===== config.mk =====
export PLATFORM = sky130hd
export DESIGN_NAME = uart_tx_rx
export DESIGN_NICKNAME = d
export VERILOG_FILES = /design/src/rtl/uart_tx_rx.sv
export SDC_FILE = /design/constraint.sdc
export NUM_CORES = 1
export LEC_CHECK = 0
export BUFFER_PORTS_ARGS = -buffer_cell sky130_fd_sc_hd__buf_4
export CAP_MARGIN = 20
export CORE_ASPECT_RATIO = 0.7
export CORE_MARGIN = 10
export CORE_UTILIZATION = 55
export CTS_CLUSTER_SIZE = 16
export DETAILED_ROUTE_END_ITERATION = 12
export PLACE_DENSITY = 0.73
export SETUP_SLACK_MARGIN = 0.2
export SLEW_MARGIN = 30
export SYNTH_ARGS = -nofsm -noshare
export SYNTH_HDL_FRONTEND = slang
export SYNTH_SLANG_ARGS = --single-unit

===== constraint.sdc =====
create_clock -name i_Clock -period 2.6 [get_ports i_Clock]
set_input_delay 0.52 -clock i_Clock [delete_from_list [all_inputs] [get_ports i_Clock]]
set_output_delay 0.52 -clock i_Clock [all_outputs]
set_load 0.02 [all_outputs]

===== src/rtl/uart_tx_rx.sv =====
// 8N1 UART transmitter and receiver sharing one clock, CLKS_PER_BIT cycles per bit.
// Define UART_TX_RX_LOOPBACK_EN to feed the receiver from the transmitter instead of i_RX_Serial.
module uart_tx_rx #(
    parameter int unsigned CLKS_PER_BIT = 217
) (
    input  logic       i_Clock,
    input  logic       i_Reset,
    input  logic       i_TX_DV,
    input  logic [7:0] i_TX_Byte,
    output logic       o_TX_Active,
    output logic       o_TX_Serial,
    output logic       o_TX_Done,
    input  logic       i_RX_Serial,
    output logic       o_RX_DV,
    output logic [7:0] o_RX_Byte
);

    localparam logic [15:0] BIT_LAST = 16'(CLKS_PER_BIT - 1);
    localparam logic [15:0] HALF_BIT = 16'((CLKS_PER_BIT - 1) / 2);

    typedef enum logic [2:0] {
        TX_IDLE, TX_START, TX_DATA, TX_STOP, TX_CLEANUP
    } tx_state_t;

    typedef enum logic [2:0] {
        RX_IDLE, RX_START, RX_DATA, RX_STOP, RX_CLEANUP
    } rx_state_t;

    tx_state_t   tx_state, tx_state_n;
    logic [15:0] tx_cnt, tx_cnt_n;
    logic [2:0]  tx_idx, tx_idx_n;
    logic [7:0]  tx_data, tx_data_n;

    rx_state_t   rx_state, rx_state_n;
    logic [15:0] rx_cnt, rx_cnt_n;
    logic [2:0]  rx_idx, rx_idx_n;
    logic [7:0]  rx_shift, rx_shift_n;
    logic [7:0]  rx_byte, rx_byte_n;
    logic        rx_dv, rx_dv_n;
    logic        rx_meta, rx_sync;
    logic        rx_in;

`ifdef UART_TX_RX_LOOPBACK_EN
    assign rx_in = o_TX_Active ? o_TX_Serial : 1'b1;
`else
    assign rx_in = i_RX_Serial;
`endif

    // ---------------- transmitter ----------------
    always_ff @(posedge i_Clock) begin
        if (i_Reset) begin
            tx_state <= TX_IDLE;
            tx_cnt   <= '0;
            tx_idx   <= '0;
            tx_data  <= '0;
        end else begin
            tx_state <= tx_state_n;
            tx_cnt   <= tx_cnt_n;
            tx_idx   <= tx_idx_n;
            tx_data  <= tx_data_n;
        end
    end

    always_comb begin
        tx_state_n  = tx_state;
        tx_cnt_n    = tx_cnt;
        tx_idx_n    = tx_idx;
        tx_data_n   = tx_data;
        o_TX_Serial = 1'b1;
        o_TX_Active = 1'b0;
        o_TX_Done   = 1'b0;
        case (tx_state)
            TX_IDLE: begin
                if (i_TX_DV) begin
                    tx_data_n  = i_TX_Byte;
                    tx_cnt_n   = '0;
                    tx_idx_n   = '0;
                    tx_state_n = TX_START;
                end
            end
            TX_START: begin
                o_TX_Serial = 1'b0;
                o_TX_Active = 1'b1;
                if (tx_cnt == BIT_LAST) begin
                    tx_cnt_n   = '0;
                    tx_state_n = TX_DATA;
                end else begin
                    tx_cnt_n = tx_cnt + 16'd1;
                end
            end
            TX_DATA: begin
                o_TX_Serial = tx_data[tx_idx];
                o_TX_Active = 1'b1;
                if (tx_cnt == BIT_LAST) begin
                    tx_cnt_n = '0;
                    if (tx_idx == 3'd7) begin
                        tx_state_n = TX_STOP;
                    end else begin
                        tx_idx_n = tx_idx + 3'd1;
                    end
                end else begin
                    tx_cnt_n = tx_cnt + 16'd1;
                end
            end
            TX_STOP: begin
                o_TX_Active = 1'b1;
                if (tx_cnt == BIT_LAST) begin
                    tx_cnt_n   = '0;
                    tx_state_n = TX_CLEANUP;
                end else begin
                    tx_cnt_n = tx_cnt + 16'd1;
                end
            end
            TX_CLEANUP: begin
                o_TX_Done  = 1'b1;
                tx_state_n = TX_IDLE;
            end
            default: tx_state_n = TX_IDLE;
        endcase
    end

    // ---------------- receiver ----------------
    // Synchronizer resets to the idle level so reset never looks like a start bit.
    always_ff @(posedge i_Clock) begin
        if (i_Reset) begin
            rx_meta  <= 1'b1;
            rx_sync  <= 1'b1;
            rx_state <= RX_IDLE;
            rx_cnt   <= '0;
            rx_idx   <= '0;
            rx_shift <= '0;
            rx_byte  <= '0;
            rx_dv    <= 1'b0;
        end else begin
            rx_meta  <= rx_in;
            rx_sync  <= rx_meta;
            rx_state <= rx_state_n;
            rx_cnt   <= rx_cnt_n;
            rx_idx   <= rx_idx_n;
            rx_shift <= rx_shift_n;
            rx_byte  <= rx_byte_n;
            rx_dv    <= rx_dv_n;
        end
    end

    always_comb begin
        rx_state_n = rx_state;
        rx_cnt_n   = rx_cnt;
        rx_idx_n   = rx_idx;
        rx_shift_n = rx_shift;
        rx_byte_n  = rx_byte;
        rx_dv_n    = 1'b0;
        case (rx_state)
            RX_IDLE: begin
                if (!rx_sync) begin
                    rx_cnt_n   = '0;
                    rx_state_n = RX_START;
                end
            end
            RX_START: begin
                if (rx_cnt == HALF_BIT) begin
                    rx_cnt_n   = '0;
                    rx_idx_n   = '0;
                    rx_state_n = rx_sync ? RX_IDLE : RX_DATA;
                end else begin
                    rx_cnt_n = rx_cnt + 16'd1;
                end
            end
            RX_DATA: begin
                if (rx_cnt == BIT_LAST) begin
                    rx_cnt_n   = '0;
                    rx_shift_n = {rx_sync, rx_shift[7:1]};
                    if (rx_idx == 3'd7) begin
                        rx_state_n = RX_STOP;
                    end else begin
                        rx_idx_n = rx_idx + 3'd1;
                    end
                end else begin
                    rx_cnt_n = rx_cnt + 16'd1;
                end
            end
            RX_STOP: begin
                if (rx_cnt == BIT_LAST) begin
                    rx_cnt_n   = '0;
                    rx_state_n = RX_CLEANUP;
                    if (rx_sync) begin
                        rx_byte_n = rx_shift;
                        rx_dv_n   = 1'b1;
                    end
                end else begin
                    rx_cnt_n = rx_cnt + 16'd1;
                end
            end
            RX_CLEANUP: rx_state_n = RX_IDLE;
            default:    rx_state_n = RX_IDLE;
        endcase
    end

    assign o_RX_DV   = rx_dv;
    assign o_RX_Byte = rx_byte;

endmodule


* After elaboration in Yosys (flattened, before gate mapping)
Cells that the tools add are included.
Word-level totals: flip-flop bits (word level) 71, input port bits 12
Operators by class: $add $sub $neg 4, order comparisons 1, equal/unequal tests 24, muxes and demuxes 34, bitwise logic cells 2, reduce and logical (&&, ||, !) cells 18
Operator list (number):
- $mux W16 | 5
- $mux W3 | 16
- $pmux W16 S3 | 1
- $add A16 B1 Y16 const B | 2
- $eq A16 B8 Y1 const B | 2
- $pmux W16 S2 | 1
- $ne A2 B2 Y1 const B | 12
- $pmux W3 S4 | 2
- $eq A16 B7 Y1 const B | 1
- $eq A3 B2 Y1 const B | 4
- $pmux W3 S2 | 2
- $reduce_and A5 Y1 | 2
- $eq A3 B3 Y1 const B | 3
- $reduce_and A2 Y1 | 4
- $reduce_and A4 Y1 | 2
- $add A3 B1 Y3 const B | 2
- $eq A3 B1 Y1 const B | 2
- $logic_not A3 Y1 | 2
- $reduce_bool A2 Y1 | 3
- $reduce_or A3 Y1 | 2
- $lt A3 B4 Y1 const B | 1
- $mux W1 | 4
- $bmux W1 S3 | 1
- $reduce_and A3 Y1 | 1
- other kinds (5) | 6

* Logic depth before layout (Yosys ltp)
Gate-level depths: netlist of run 1.
word-level depth 4, mapped depth 9, gate-level depth less buffers 7

* Least setup slack after synthesis of run 1
No wires, ideal clock.
path kind flip-flop to flip-flop, start point register rx_cnt[0], end point register rx_byte[0], in the netlist o_RX_Byte[0], setup time 0.117 ns, data arrival time 1.977 ns, data required time 2.483 ns, setup slack 0.506 ns, stages on the path, launching flop included 8, path buffers 0, period minus slack after synthesis 2.094 ns, path through dfxtp_1 inv_1 ha_1 nor4bb_1 nand4_2 nor4_4 mux2i_1 nor2_1
On the way: longest elaborated chain between the ends 2
RTL lines:
- start, declared | line 35 | logic [15:0] rx_cnt, rx_cnt_n;
- start signal, assigned | line 138 | rx_cnt <= rx_cnt_n;
- $eq A16 B8 Y1 | line 183 | if (rx_cnt == BIT_LAST) begin
- $reduce_and A3 Y1 (no source line)
- end signal, assigned | line 141 | rx_byte <= rx_byte_n;
- end, declared | line 38 | logic [7:0] rx_byte, rx_byte_n;
No other way between the ends. A chain may end at the register's enable or synchronous reset.

* Worst setup path after layout of run 1
start point register tx_idx[0], end point output o_TX_Serial
On the way: longest elaborated chain between the ends 3
RTL lines:
- start, declared | line 31 | logic [2:0] tx_idx, tx_idx_n;
- start signal, assigned | line 59 | tx_idx <= tx_idx_n;
- $bmux W1 S3 | line 92 | o_TX_Serial = tx_data[tx_idx];
- $mux W1 (implied by the code) | line 92
- $pmux W1 S2 | line 72 | case (tx_state)
- end, declared | line 11 | output logic o_TX_Serial,
No other way between the ends. The select of a mux whose other input is x is not followed.

==> results.json, run 1 <==
{
  "globalRouteTotalUtil_pct": 16.5,
  "ir_worst_vdd_uv": 380,
  "yosysUniqueCellTypes": 54,
  "rsz0062_at_grt": "no",
  "maxSlewHeadroom_pct": 57.6,
  "async_flop_share_pct": 0,
  "fin_area_sq_um": 4070,
  "utilization_pct": 64.8,
  "cts.sinks": 71,
  "routabilityCongestion": 0.866,
  "setup_viol": 0,
  "critical_path_required_ns": 2.08,
  "synth_seq_area_share_pct": 39.6,
  "synth-edff-count": 0,
  "cts-root-buf": "clkbuf_8",
  "whs_ns": 0.348,
  "drv_cap": 0,
  "clkPwrFrac_pct": 44.9,
  "diodes": 0,
  "reg2reg_depth": 8,
  "clock_path_buffers": 2,
  "final_common_cell": "dfxtp_1",
  "slew_viol_final": 0,
  "htree_levels": 3,
  "dp.cells": 507,
  "power_mw": 2.26,
  "drc": 0,
  "die_x_microns": 117,
  "pwr_density_cell_nw_per_um2": 556,
  "p_leak_nw": 1.49,
  "io_buffers": 23,
  "yosys_warnings": 0,
  "drtIter0Drc": 257,
  "cts_tree": "built",
  "final_cell_mix": "70 x dfxtp_1, 46 x nor2_1, 45 x nand2_1",
  "layout-drive-gt1-share_pct": 15.3,
  "hpwlAfterDp_microns": 5590,
  "rows": 24,
  "dieArea_sq_um": 10200,
  "fin_cells": 523,
  "timing.fmax_mhz": 437,
  "synth_area_sq_um": 3590,
  "period_share_pct": 87.9,
  "worstPathArrival_ns": 1.77,
  "hold_path.startpoint": "i_RX_Serial",
  "ant_nets": 0,
  "critPathSlowestCell": "mux4_2",
  "crit_fanout": 5,
  "syn_avg_cell_area_sq_um": 8.63,
  "clock_skew_ns": 0.00703,
  "crit_start": "tx_idx[0]$_SDFFE_PP0P_",
  "core_sq_um": 6280,
  "synth_nets": 437,
  "path_cells": "mux4_2, mux2i_1, nand3b_1, a21o_1, buf_4",
  "hold_violations": 0,
  "internal_power_mw": 1.72,
  "grt_pass1_wl_microns": 13900,
  "finalWirelength_microns": 8050,
  "syn_inst": 416,
  "hold_class": "in -> reg",
  "grt_start_max_net_pins": 42,
  "p_switching_uw": 537,
  "dp_worst_setup_slack_ns": 0.134,
  "p_sw_share_pct": 23.8,
  "clock_latency_ns": 0.35,
  "power_frac_comb_pct": 6.0,
  "nFillCells": 554,
  "synth_ff_type": "dfxtp_1",
  "numCtsBuffers": 9,
  "tightestPinTransition_ns": 0.633,
  "critPathLaunchType": "flop",
  "die_h_microns": 87.6,
  "dpl-instance-area_sq_um": 3820,
  "postCtsSetupBuffers": 0,
  "cpPeakStageDelay_ns": 0.49,
  "synth-seq-cells": 71,
  "status": "finished clean",
  "crit_type": "reg -> out",
  "wl_per_cell_microns": 15.4,
  "antenna_found_initial": 0,
  "clk_pin_slew_worst_paths_ns": 0.08,
  "cts_hold_buf": 0,
  "period_minus_slack_ns": 2.29,
  "grt_pass1_vias": 2902,
  "critPathCaptureType": "output pin",
  "dr.pass1.iters": 4,
  "initial_core_util_pct": 57.2,
  "whs_path_depth": 2,
  "area_growth_pct": 13.2,
  "worstReg2RegStart": "rx_cnt[0]$_SDFFE_PP0P_",
  "worst_slack_ns": 0.314,
  "avgViaCountPerCell": 5.98,
  "vias": 3130,
  "pin_count": 24,
  "nets": 461,
  "fin_tns_setup_ns": 0,
  "power.share.sequential_pct": 49.1,
  "overflow": 0
}
Yosys cell counts, types with 2 or more instances:
library cell  instances  area share (%)
nand3b_1              4            0.84
a211oi_1              4            0.84
or2_2                 2            0.35
o21ai_0              17             2.4
a21oi_1              23             3.2
buf_6                 2            0.63
nand4b_1              3            0.73
xor2_1                5             1.2
a21o_1                5             1.0
nor4_4                3             1.8
nor3_1               14             2.0
mux4_2                2             1.3
nand3_1              26             3.6
nand4_1              11             1.9
and2_1                5            0.87
a31oi_1               5            0.87
ha_1                  9             3.1
nor4b_1               2            0.49
a311oi_1              3            0.73
nor4_1                6             1.0
nor2_1               47             4.9
buf_2                 5            0.70
mux2i_1              21             5.9
nand2_1              45             4.7
a22o_1                3            0.73
and3_1                9             1.6
o31ai_1               2            0.42
dfxtp_1              71              40
buf_4                 4            0.84
clkbuf_1             10             1.0
or4_1                 9             1.9
a22oi_1               2            0.42
nand2b_1              7             1.2
o21a_1                2            0.42
inv_1                 9            0.94
timing repair:
item	4_1_cts	5_1_grt
pin swaps	0	1
gates cloned	0	0
gates resized for setup	1	5
hold endpoints to repair	0	0
endpoints found under the setup margin	6	8
routing by layer:
metal / track usage [%] / part of all wire [%] / up-vias
met5: 0 / 0 / -
met4: 3.91 / 0.31 / 0
met3: 5.19 / 8.1 / 2
met2: 23.4 / 42 / 101
met1: 23.7 / 49 / 1467
li1: - / - / 1560
sequential cells by signal, indices dropped and copies added (netlist names), 3 cells and up:
name       count
rx_idx         3
tx_cnt        16
tx_data        8
rx_shift       8
rx_cnt        16
rx_state       3
tx_state       3
tx_idx         3
o_RX_Byte      8
cell type report:
class                           count  area (sq um)  area share, %
Clock buffer                       10           138           3.39
Clock inverter                      6          92.6           2.28
Inverter                            9          33.8          0.831
Multi-Input combinational cell    314          2020           49.6
Sequential cell                    71          1430           35.1
Tap cell                           78          97.6           2.40
Timing Repair Buffer               35           263           6.46
power groups by stage:
stage          clock [mW]  sequential [mW]  combinational, mW
6_report             1.02             1.11              0.136
5_1_grt              1.07             1.11              0.152
4_1_cts              1.03             1.11              0.134
3_5_place_dp            0             1.14              0.133
3_3_place_gp            0             1.13              0.130
2_1_floorplan           0             1.13             0.0884
worst paths after layout:
path,slack (ns),endpoint
hold / removal,0.35,rx_meta$_SDFF_PP1_
setup reg to reg,0.40,o_RX_Byte[7]$_SDFFE_PP0P_
setup / recovery,0.31,o_TX_Serial
hold reg to reg,0.41,rx_sync$_SDFF_PP1_
cell families after synthesis:
kind of cell	after synthesis	share of synthesized area, %
flops	71	39.6
compound gates	70	12.0
simple gates	206	31.9
fa+ha+maj	9	3.14
mux	24	7.42
buf+inv	31	4.70
xor+xnor	5	1.22
critical path: cells and delay by family, from the launching register on:
family,cells,cell delay [ns]
AO/OA/AOI/OAI,1,0.17
buffers and inverters,1,0.15
flip-flops,1,0.38
AND/OR/NAND/NOR,1,0.08
multiplexers,2,0.63
Power figures use the tool's default switching activity.
==> run 2, diff against run 1 <==
--- a/config.mk
+++ b/config.mk
@@ -5,14 +5,16 @@
 export SDC_FILE = /design/constraint.sdc
 export NUM_CORES = 1
 export LEC_CHECK = 0
+export ABC_AREA = 1
 export BUFFER_PORTS_ARGS = -buffer_cell sky130_fd_sc_hd__buf_4
 export CAP_MARGIN = 20
 export CORE_ASPECT_RATIO = 0.7
 export CORE_MARGIN = 10
 export CORE_UTILIZATION = 55
-export CTS_CLUSTER_SIZE = 16
+export CTS_CLUSTER_SIZE = 12
 export DETAILED_ROUTE_END_ITERATION = 12
 export PLACE_DENSITY = 0.73
+export RECOVER_POWER = 100
 export SETUP_SLACK_MARGIN = 0.2
 export SLEW_MARGIN = 30
 export SYNTH_ARGS = -nofsm -noshare
==> results.json, run 2 <==
{
  "hold_class": "in -> reg",
  "pwr_density_cell_nw_per_um2": 765,
  "critPathSlowestCell": "nor2_1",
  "cpPeakStageDelay_ns": 0.35,
  "timing.fmax_mhz": 448,
  "rsz0062_at_grt": "no",
  "drtIter0Drc": 274,
  "yosys.area.top_type_share_pct": 38.4,
  "synth_seq_area_share_pct": 38.4,
  "synth-edff-count": 0,
  "crit_type": "reg -> out",
  "slew_viol_final": 0,
  "worstPathArrival_ns": 1.71,
  "critical_path_required_ns": 2.08,
  "largest_registers": "rx_cnt (16), tx_cnt (16)",
  "synthTopCellsByCount": "121 x nand2_1, 71 x dfxtp_1, 71 x inv_1",
  "crit_fanout": 11,
  "drv_cap": 0,
  "synth_largest_area_cell": "dfxtp_1",
  "clk_pin_slew_worst_paths_ns": 0.07,
  "synth_nets": 569,
  "die_x_microns": 118,
  "nets": 594,
  "globalRouteTotalUtil_pct": 15.6,
  "synthTopCellsByArea": "dfxtp_1 38%, nand2_1 12%, a21oi_1 7.8%",
  "diodes": 0,
  "yosys_warnings": 0,
  "die_h_microns": 88.6,
  "core_sq_um": 6370,
  "postCtsSetupBuffers": 0,
  "cts_hold_buf": 0,
  "tightestPinTransition_ns": 0.434,
  "initial_core_util_pct": 58.1,
  "dieArea_sq_um": 10500,
  "regToRegSetupSlack_ns": 0.54,
  "overflow": 0,
  "yosysUniqueCellTypes": 32,
  "avgViaCountPerCell": 5.11,
  "cts_tree": "built",
  "hold_violations": 0,
  "htree_levels": 3,
  "vias": 3416,
  "cts.sinks": 71,
  "rows": 24,
  "fin_cells": 669,
  "async_flop_share_pct": 0,
  "hpwlAfterDp_microns": 5780,
  "dp.cells": 653,
  "ant_nets": 0,
  "path_cells": "nor2_1, nor2_2, buf_4, inv_1, a21oi_1, nand2_1, clkbuf_1",
  "dr.pass1.iters": 4,
  "p_leak_nw": 1.66,
  "critPathLaunchType": "flop",
  "area_growth_pct": 8.35,
  "antenna_found_initial": 0,
  "grt_pass1_wl_microns": 13700,
  "final_cell_mix": "126 x nand2_1, 74 x inv_1, 71 x dfxtp_1",
  "wl_per_cell_microns": 11.8,
  "ir_worst_vdd_uv": 433,
  "grt_pass1_vias": 3092,
  "critPathCaptureType": "output pin",
  "synth-seq-cells": 71,
  "synth_ff_type": "dfxtp_1",
  "power_mw": 3.07,
  "cts-root-buf": "clkbuf_8",
  "period_minus_slack_ns": 2.23,
  "period_share_pct": 85.9,
  "clock_path_buffers": 2,
  "status": "finished clean",
  "layout-drive-gt1-share_pct": 8.30,
  "io_buffers": 23,
  "routabilityCongestion": 0.884,
  "numCtsBuffers": 9,
  "finalWirelength_microns": 7900,
  "drc": 0,
  "syn_inst": 548,
  "syn_avg_cell_area_sq_um": 6.75,
  "setup_viol": 0,
  "final_common_cell": "nand2_1",
  "maxSlewHeadroom_pct": 71.1,
  "synth_area_sq_um": 3700,
  "cts_resized": 0,
  "fin_tns_setup_ns": 0,
  "pin_count": 24,
  "clock_latency_ns": 0.34,
  "utilization_pct": 63.0,
  "clock_skew_ns": 0.00634,
  "grt_start_max_net_pins": 42,
  "yosysMostFrequentCell": "nand2_1"
}
-- run 2: where the power goes --
| group | internal (mW) | switching (mW) |
|---|---|---|
| Combinational | 0.309 | 0.744 |
| Sequential | 1.20 | 0.0738 |
| Clock | 0.342 | 0.403 |
-- run 2: layout make-up --
class / instances / area [sq um]
clock buffer: 12 / 135
inverter: 83 / 317
fill: 639 / 2360
clock inverter: 4 / 22.5
multi-input combinational: 379 / 1830
tap: 91 / 114
sequential: 71 / 1420
timing repair buffer: 29 / 169
-- run 2: layer usage --
metal	track usage, %	wire (microns)	vias up	share of wire (%)
li1	-	-	1824	-
met1	19.8	4070	1528	51
met2	25.4	3390	51	43
met3	4.01	327	13	4.1
met4	5.59	119	0	1.5
met5	0	0	-	0
-- run 2: logic make-up (layout without fill, tap and decap cells) --
group / Yosys count / after routing / synth area share, %
flip-flops: 71 / 71 / 38.4
adder cells (fa/ha/maj): 9 / 9 / 3.04
XOR/XNOR: 4 / 4 / 0.946
AO/OA/AOI/OAI: 91 / 91 / 12.8
buffers and inverters: 98 / 128 / 10.6
AND/OR/NAND/NOR: 275 / 275 / 34.2
-- run 2: through the flow --
step                      worst slack, ns  area (sq um)  hold slack, ns
after global placement              0.870          3960           0.393
final                               0.368          4010           0.358
after global routing                0.198          4010           0.348
after detailed placement            0.853          3960           0.396
after CTS                           0.472          4110           0.342
after floorplan                      1.09          3700           0.389
-- run 2: path summary, 6_finish.rpt --
path	to	from	cells after the start
worst min-delay path	rx_meta$_SDFF_PP1_	i_RX_Serial	2
worst max-delay path	o_TX_Serial	tx_state[1]$_SDFFE_PP0P_	7
worst max register to register	tx_cnt[4]$_SDFFE_PP0P_	tx_state[1]$_SDFFE_PP0P_	8
worst min register to register	rx_sync$_SDFF_PP1_	rx_meta$_SDFF_PP1_	1
-- run 2: worst max-delay path, delay by kind of cell (launching register included) --
family | cells | cell delay [ns]
and+or+nand+nor | 3 | 0.46
DFF | 1 | 0.34
buffers and inverters | 3 | 0.50
AOI/OAI and AO/OA | 1 | 0.05
==> run 3, diff against run 2 <==
==> constraint.sdc (replaced) <==
create_clock -name i_Clock -period 2.6 [get_ports i_Clock]
set_input_delay 0.13 -clock i_Clock [delete_from_list [all_inputs] [get_ports i_Clock]]
set_output_delay 0.13 -clock i_Clock [all_outputs]
set_load 0.02 [all_outputs]
==> results.json, run 3 (synthesis results as in run 2) <==
{
  "status": "finished clean",
  "power_mw": 3.37,
  "avgViaCountPerCell": 5.22,
  "largest_registers": "rx_cnt (16), tx_cnt (16)",
  "setup_viol": 0,
  "tightestPinTransition_ns": 0.944,
  "clock_latency_ns": 0.35,
  "grt_pass1_wl_microns": 14200,
  "power.share.sequential_pct": 37.7,
  "clkPwrFrac_pct": 31.4,
  "critPathSlowestCell": "nor2_1",
  "final_cell_mix": "125 x nand2_1, 74 x inv_1, 71 x dfxtp_1",
  "power_frac_comb_pct": 30.9,
  "crit_fanout": 17,
  "cpPeakStageDelay_ns": 0.41,
  "vias": 3480,
  "routabilityCongestion": 0.930,
  "nets": 592,
  "p_switching_mw": 1.24,
  "postCtsSetupBuffers": 0,
  "ant_nets": 0,
  "hold_violations": 0,
  "cts_hold_buf": 1,
  "maxSlewHeadroom_pct": 36.8,
  "final_common_cell": "nand2_1",
  "dieArea_sq_um": 10500,
  "critPathCaptureType": "flop",
  "period_share_pct": 79.4,
  "cts_tree": "built",
  "timing.fmax_mhz": 484,
  "cts-root-buf": "clkbuf_8",
  "rows": 24,
  "rsz0062_at_grt": "no",
  "regToRegSetupSlack_ns": 0.53,
  "initial_core_util_pct": 58.1,
  "nFillCells": 624,
  "crit_type": "reg -> reg",
  "wl_per_cell_microns": 12.2,
  "area_growth_pct": 10.5,
  "layout-drive-gt1-share_pct": 8.51,
  "diodes": 0,
  "die_x_microns": 118,
  "drv_cap": 0,
  "grt_pass1_vias": 3083,
  "drc": 0,
  "pin_count": 24,
  "critical_path_required_ns": 2.84,
  "drtIter0Drc": 246,
  "p_leak_nw": 1.69,
  "hpwlAfterDp_microns": 5720,
  "path_common_cell": "nor2_1",
  "globalRouteTotalUtil_pct": 16.0,
  "path_cells": "nor2_1, nand3_4, nand2_1, inv_1, nor2_1, nand2_1, xor2_1, nor2_1",
  "cts_resized": 0,
  "dp_worst_setup_slack_ns": 0.840,
  "clock_path_buffers": 2,
  "io_buffers": 23,
  "die_h_microns": 88.6,
  "core_sq_um": 6370,
  "htree_levels": 3,
  "overflow": 0,
  "grt_start_max_net_pins": 42,
  "clock_skew_ns": 0.00854,
  "dr.pass1.iters": 5,
  "fin_tns_setup_ns": 0,
  "worstPathArrival_ns": 2.31,
  "p_sw_share_pct": 36.8,
  "pwr_density_cell_nw_per_um2": 825,
  "clk_pin_slew_worst_paths_ns": 0.08,
  "ir_worst_vdd_uv": 501,
  "period_minus_slack_ns": 2.07,
  "worst_slack_ns": 0.534,
  "slew_viol_final": 0,
  "antenna_found_initial": 0,
  "numCtsBuffers": 9,
  "finalWirelength_microns": 8110,
  "cts.sinks": 71,
  "hold_class": "in -> reg",
  "critPathLaunchType": "flop",
  "internal_power_mw": 2.13
}
run 3: cell types whose count changed in the layout (fill, tap and decap cells not counted), sizes merged:
cell / before / now
buf: 16 / 12
dlygate4sd3: 0 / 1
bufinv: 0 / 3
clkinv: 4 / 2
run 3: final cells by class:
cell class / count / area (sq um) / area share, %
multi-input cells: 379 / 1840 / 45.0
clock buffers: 11 / 131 / 3.21
repair buffers: 27 / 158 / 3.86
flip-flops and latches: 71 / 1420 / 34.8
inverters: 83 / 317 / 7.74
clock inverters: 5 / 106 / 2.60
well taps: 91 / 114 / 2.78
run 3: path summary, 6_finish.rpt:
kind                                                end  cells past startpoint                      from
worst min register to register       rx_sync$_SDFF_PP1_                      1        rx_meta$_SDFF_PP1_
worst min-delay path            tx_data[6]$_SDFFE_PP0P_                      3              i_TX_Byte[6]
worst max register to register   tx_cnt[4]$_SDFFE_PP0P_                      8  tx_state[1]$_SDFFE_PP0P_
worst max-delay path             tx_cnt[4]$_SDFFE_PP0P_                      8  tx_state[1]$_SDFFE_PP0P_
run 3: power groups by stage:
stage / clock, mW / combinational, mW / sequential (mW)
4_1_cts: 1.08 / 1.11 / 1.28
5_1_grt: 1.12 / 1.20 / 1.28
3_3_place_gp: 0 / 1.07 / 1.29
3_5_place_dp: 0 / 1.10 / 1.30
2_1_floorplan: 0 / 0.877 / 1.28
6_report: 1.06 / 1.04 / 1.27
run 3: critical path: cells and delay by family (launching register included):
family	cells	cell delay (ns)
XOR/XNOR	1	0.13
buffers and inverters	1	0.23
AND/OR/NAND/NOR	6	1.26
flip-flops	1	0.35
run 3: metal layers:
metal	GRT usage, %	part of all wire, %	vias up	wire, microns
met5	0	0	-	0
met4	4.03	1.0	0	84
met3	5.09	6.0	11	484
met2	25.6	42	88	3430
met1	20.8	51	1562	4120
li1	-	-	1819	-
run 3: metrics by stage:
stage / utilization, % / cell area [sq um] / std cells / hold WS (ns)
global placement: 61.8 / 3930 / 650 / 0.314
CTS: 65.7 / 4180 / 667 / 0.0513
global route: 64.2 / 4090 / 667 / 0.0642
floorplan: - / 3700 / 548 / 0.234
finish: 64.2 / 4090 / 667 / 0.0579
detailed placement: 61.8 / 3930 / 650 / 0.325
